<file path="src/rtl/uart_tx_arbiter.sv">
// uart_tx_arbiter: round-robin sharing of one UART transmitter among NREQ
// byte-stream requesters. A requester keeps the transmitter across a
// multi-byte message until it offers a byte flagged req_last. Bytes are
// launched with a one-cycle tx_start pulse and completion is tracked on
// tx_busy, with a fault pulse if the transmitter never acknowledges.
module uart_tx_arbiter #(
    parameter int NREQ         = 4,
    parameter int BUSY_TIMEOUT = 16
) (
    input  logic                    clk,
    input  logic                    rst_n,
    input  logic [NREQ-1:0]         req_valid,
    input  logic [8*NREQ-1:0]       req_data,
    input  logic [NREQ-1:0]         req_last,
    output logic [NREQ-1:0]         req_ready,
    input  logic                    tx_busy,
    output logic                    tx_start,
    output logic [7:0]              tx_data,
    output logic                    grant_active,
    output logic [$clog2(NREQ)-1:0] grant_id,
    output logic                    timeout_err
);

    localparam int IDW = $clog2(NREQ);
    localparam int CW  = $clog2(BUSY_TIMEOUT + 1);

    typedef enum logic [1:0] {IDLE, SEND, WAIT_ACK, WAIT_DONE} state_t;

    state_t          state_reg;
    logic [IDW-1:0]  ptr_reg;
    logic            last_reg;
    logic [CW-1:0]   cnt_reg;

    logic [IDW-1:0]  cand_idx [NREQ];
    logic [NREQ-1:0] cand_valid;
    logic [7:0]      req_byte [NREQ];
    logic [IDW-1:0]  winner;
    logic            any_valid;
    logic [IDW:0]    grant_sum;
    logic [IDW-1:0]  ptr_next;

    // Candidate k is the requester k positions after ptr, wrapped modulo NREQ.
    // Only the current owner may see ready, and only while the line is free.
    generate
        for (genvar gi = 0; gi < NREQ; gi++) begin : g_req
            logic [IDW:0] sum;
            assign sum            = {1'b0, ptr_reg} + (IDW+1)'(gi);
            assign cand_idx[gi]   = (sum >= (IDW+1)'(NREQ)) ?
                                    IDW'(sum - (IDW+1)'(NREQ)) : IDW'(sum);
            assign cand_valid[gi] = req_valid[cand_idx[gi]];
            assign req_byte[gi]   = req_data[8*gi +: 8];
            assign req_ready[gi]  = (state_reg == SEND) &&
                                    (grant_id == IDW'(gi)) && !tx_busy;
        end
    endgenerate

    // Pick the first valid candidate in rotation order; scanning from the far
    // end lets the nearest candidate overwrite the others.
    always_comb begin
        winner    = ptr_reg;
        any_valid = 1'b0;
        for (int k = NREQ - 1; k >= 0; k--) begin
            if (cand_valid[k]) begin
                winner    = cand_idx[k];
                any_valid = 1'b1;
            end
        end
    end

    // The requester after the current owner becomes the next scan start, so a
    // requester that just finished ranks last in the following arbitration.
    assign grant_sum = {1'b0, grant_id} + (IDW+1)'(1);
    assign ptr_next  = (grant_sum >= (IDW+1)'(NREQ)) ? '0 : grant_sum[IDW-1:0];

    // Arbitration / transmit-handshake FSM with registered outputs.
    always_ff @(posedge clk or negedge rst_n) begin
        if (!rst_n) begin
            state_reg    <= IDLE;
            ptr_reg      <= '0;
            last_reg     <= 1'b0;
            cnt_reg      <= '0;
            tx_start     <= 1'b0;
            tx_data      <= 8'h00;
            grant_active <= 1'b0;
            grant_id     <= '0;
            timeout_err  <= 1'b0;
        end else begin
            tx_start    <= 1'b0;
            timeout_err <= 1'b0;
            case (state_reg)
                IDLE: begin
                    if (any_valid && !tx_busy) begin
                        grant_id     <= winner;
                        grant_active <= 1'b1;
                        state_reg    <= SEND;
                    end
                end
                SEND: begin
                    if (req_valid[grant_id] && req_ready[grant_id]) begin
                        tx_data   <= req_byte[grant_id];
                        last_reg  <= req_last[grant_id];
                        tx_start  <= 1'b1;
                        cnt_reg   <= '0;
                        state_reg <= WAIT_ACK;
                    end
                end
                WAIT_ACK: begin
                    // An acknowledge in the final cycle still beats the fault.
                    if (tx_busy) begin
                        state_reg <= WAIT_DONE;
                    end else if (cnt_reg == CW'(BUSY_TIMEOUT - 1)) begin
                        timeout_err  <= 1'b1;
                        grant_active <= 1'b0;
                        ptr_reg      <= ptr_next;
                        state_reg    <= IDLE;
                    end else begin
                        cnt_reg <= cnt_reg + CW'(1);
                    end
                end
                WAIT_DONE: begin
                    if (!tx_busy) begin
                        if (last_reg) begin
                            grant_active <= 1'b0;
                            ptr_reg      <= ptr_next;
                            state_reg    <= IDLE;
                        end else begin
                            state_reg <= SEND;
                        end
                    end
                end
                default: state_reg <= IDLE;
            endcase
        end
    end

endmodule

</file>
<file path="config.mk">
export PLATFORM = sky130hd
export DESIGN_NAME = uart_tx_arbiter
export DESIGN_NICKNAME = d
export VERILOG_FILES = /design/src/rtl/uart_tx_arbiter.sv
export SDC_FILE = /design/constraint.sdc
export NUM_CORES = 1
export LEC_CHECK = 0
export BUFFER_PORTS_ARGS = -buffer_cell sky130_fd_sc_hd__buf_2
export CELL_PAD_IN_SITES_DETAIL_PLACEMENT = 1
export CELL_PAD_IN_SITES_GLOBAL_PLACEMENT = 1
export CORE_MARGIN = 2
export CORE_UTILIZATION = 41
export CTS_CLUSTER_SIZE = 20
export DETAILED_ROUTE_END_ITERATION = 10
export GPL_TIMING_DRIVEN = 0
export PLACE_DENSITY_LB_ADDON = 0.1
export RECOVER_POWER = 100
export SLEW_MARGIN = 40
export SYNTH_ARGS = -nofsm -noshare
export SYNTH_HDL_FRONTEND = slang
export SYNTH_SLANG_ARGS = --single-unit
</file>
<file path="constraint.sdc">
create_clock -name clk -period 6.1 [get_ports clk]
set_input_delay 0.61 -clock clk [delete_from_list [all_inputs] [get_ports clk]]
set_output_delay 0.61 -clock clk [all_outputs]
set_load 0.05 [all_outputs]
</file>
==> results.json <==
{
  "cts-root-buf": "clkbuf_8",
  "cts_tree": "done",
  "synth_cell_types": 49,
  "cts_made_buffers": 3,
  "port_buffers": 59,
  "setup_viol": 0,
  "antenna_found_initial": 0,
  "grt_max_degree": 24,
  "nFillCells": 479,
  "layout_commonest_cell": "buf_2",
  "crit_top_cell": "clkbuf_1",
  "cp-startpoint": "grant_id[0]$_DFFE_PN0P_",
  "ys_ff_latch": 23,
  "avgViaCountPerCell": 5.73,
  "fmax_mhz": 259,
  "synth_area_mm2": 0.00172,
  "finalCritPeriodShare_pct": 63.4,
  "wl_per_cell_um": 17.6,
  "crit_fanout": 10,
  "netlist_instances": 161,
  "dieWidth_um": 68.8,
  "dp_hpwl_mm": 3.81,
  "cts_max_level": 1,
  "grt_pass1_vias": 1685,
  "slew_headroom_pct": 8.75,
  "worst_ep_arrival_time_ns": 4.01,
  "postSynthAreaPerCell_um2": 10.7,
  "firstDrtPassIters": 4,
  "holdCritPathClass": "register to register",
  "largest_reg_flops": 8,
  "synth-seq-area-share_pct": 33.4,
  "fin_tns_setup_ns": 0,
  "globalplace.congestion": 0.824,
  "status": "finished clean",
  "rows": 23,
  "slowest_delay_ns": 1.02,
  "drt_iter0_drc": 62,
  "crit_chain": "clkbuf_1 -> inv_1 -> ha_1 -> and4b_4 -> o41ai_1 -> clkbuf_1 -> mux2_1",
  "post_cts.repair.setup_buffers": 0,
  "cts.clk_slew.worst_paths_ns": 0.09,
  "postCtsHoldBufs": 0,
  "worstSkewPairLatency_ns": 0.27,
  "hold_violations": 0,
  "yosys_warnings": 0,
  "critPathRequiredTime_ns": 6.25,
  "nNetsFinal": 279,
  "postRouteAntennaNets": 0,
  "crit-reg2reg-launch": "grant_id[0]$_DFFE_PN0P_",
  "area_growth_syn_to_layout_pct": 20.6,
  "synth_edf_count": 0,
  "cp_slowest_cell": "o41ai_1",
  "async_flop_share_pct": 100,
  "syn_nets": 215,
  "start_util_pct": 42.8,
  "cts_buffer_depth": 2,
  "grt_pass1_wl_mm": 8.05,
  "rsz0062_at_grt": "no",
  "critPathKind": "register to register",
  "cts_sinks": 23,
  "drive_above_1_share_pct": 26.8,
  "dieHeight_um": 68.8,
  "p_leak_uw": 0.000955,
  "report.final.slew_viol_count": 0,
  "wl_mm": 4.83,
  "ctsResizeCount": 0,
  "max_cap_violations": 0,
  "grt.total_usage_pct": 22.9,
  "start_kind": "register",
  "io_pins": 60,
  "drc": 0,
  "vdd.ir_drop.worst_mv": 0.270,
  "p_per_area_mw_per_mm2": 473,
  "period_needed_ns": 3.87,
  "dieArea_mm2": 0.00474,
  "num_antenna_cells": 0,
  "layout_common_cells": "buf_2, clkbuf_1, dfrtp_1, ha_1, nand2_1",
  "worstHoldStart": "tx_data[2]$_DFFE_PN0P_",
  "core_area_mm2": 0.00403,
  "worstMarginPinSlew_ns": 1.37,
  "synth_top_flop_cell": "dfrtp_1",
  "fin_total_pwr_uw": 982,
  "grt.overflow.total": 0,
  "clock_skew_ns": 0.00856,
  "vias": 1571,
  "worst_setup_path_end_kind": "register"
}
cells in the mapped netlist, types with 5 or more instances:
library cell   n  area share [%]
and2_1         6             2.2
dfrtp_1       23              33
o21ai_0        7             2.0
nand3_1        5             1.5
mux4_2         8              10
nor2_1         9             2.0
inv_1          8             1.7
mux2_1         8             5.2
nor2b_1        5             1.8
ha_1          11             8.0
clkbuf_1       5             1.1
nand2_1       10             2.2
power breakdown:
part	internal [uW]	switching (uW)	leakage [uW]
registers	216	64.9	0.000290
logic	225	378	0.000642
clock network	46.6	51.6	0.0000228
total	488	494	0.000955
worst paths after layout:
path / to / slack (ns) / depth (start not counted)
hold reg to reg: tx_data[2]$_DFFE_PN0P_ / 0.50 / 1
max in group asynchronous: ptr_reg[0]$_DFFE_PN0P_ / 4.66 / 1
min in group asynchronous: cnt_reg[3]$_DFFE_PN0P_ / 0.63 / 1
hold / removal: tx_data[2]$_DFFE_PN0P_ / 0.50 / 1
setup / recovery: last_reg$_DFFE_PN0P_ / 2.23 / 7
setup reg to reg: last_reg$_DFFE_PN0P_ / 2.23 / 7
worst max-delay path, delay by kind of cell (launching register included):
family	cells	cell delay, ns
compound gates	1	1.02
fa+ha+maj	1	0.27
buf+inv	3	1.34
flops	1	0.53
simple gates	1	0.21
mux	1	0.38
routing by layer:
layer  share of wire, %  track usage, %  vias up
met5                  0               0        -
met4                1.2            5.64        0
met3                4.1            4.06        6
met2                 52            41.8       39
met1                 43            27.8      782
li1                   -               -      744
per-stage QoR:
stage	instance area, um2	util, %	setup slack [ns]	hold WS [ns]	std cells
2_1_floorplan	1720	-	3.38	0.314	161
3_3_place_gp	2080	51.6	3.38	0.470	270
3_5_place_dp	2080	51.6	3.28	0.483	270
4_1_cts	2130	52.8	3.27	0.345	274
5_1_grt	2080	51.6	1.70	0.514	274
6_report	2080	51.6	2.23	0.504	274
cells by family after synthesis:
group	after synthesis	share of synthesized area, %
flip-flops	23	33.4
AO/OA/AOI/OAI	34	15.7
buffers and inverters	16	3.99
adder cells (fa/ha/maj)	11	7.99
AND/OR/NAND/NOR	56	19.3
multiplexers	21	19.6
layout make-up:
cell class	count	area (um2)	share of cell area, %
Multi-Input combinational cell	122	1060	51.0
Tap cell	50	62.6	3.01
Sequential cell	23	576	27.7
Clock buffer	4	45.0	2.17
Buffer	7	26.3	1.27
Timing Repair Buffer	59	274	13.2
Inverter	9	33.8	1.63
(Power assumes the default switching activity.)
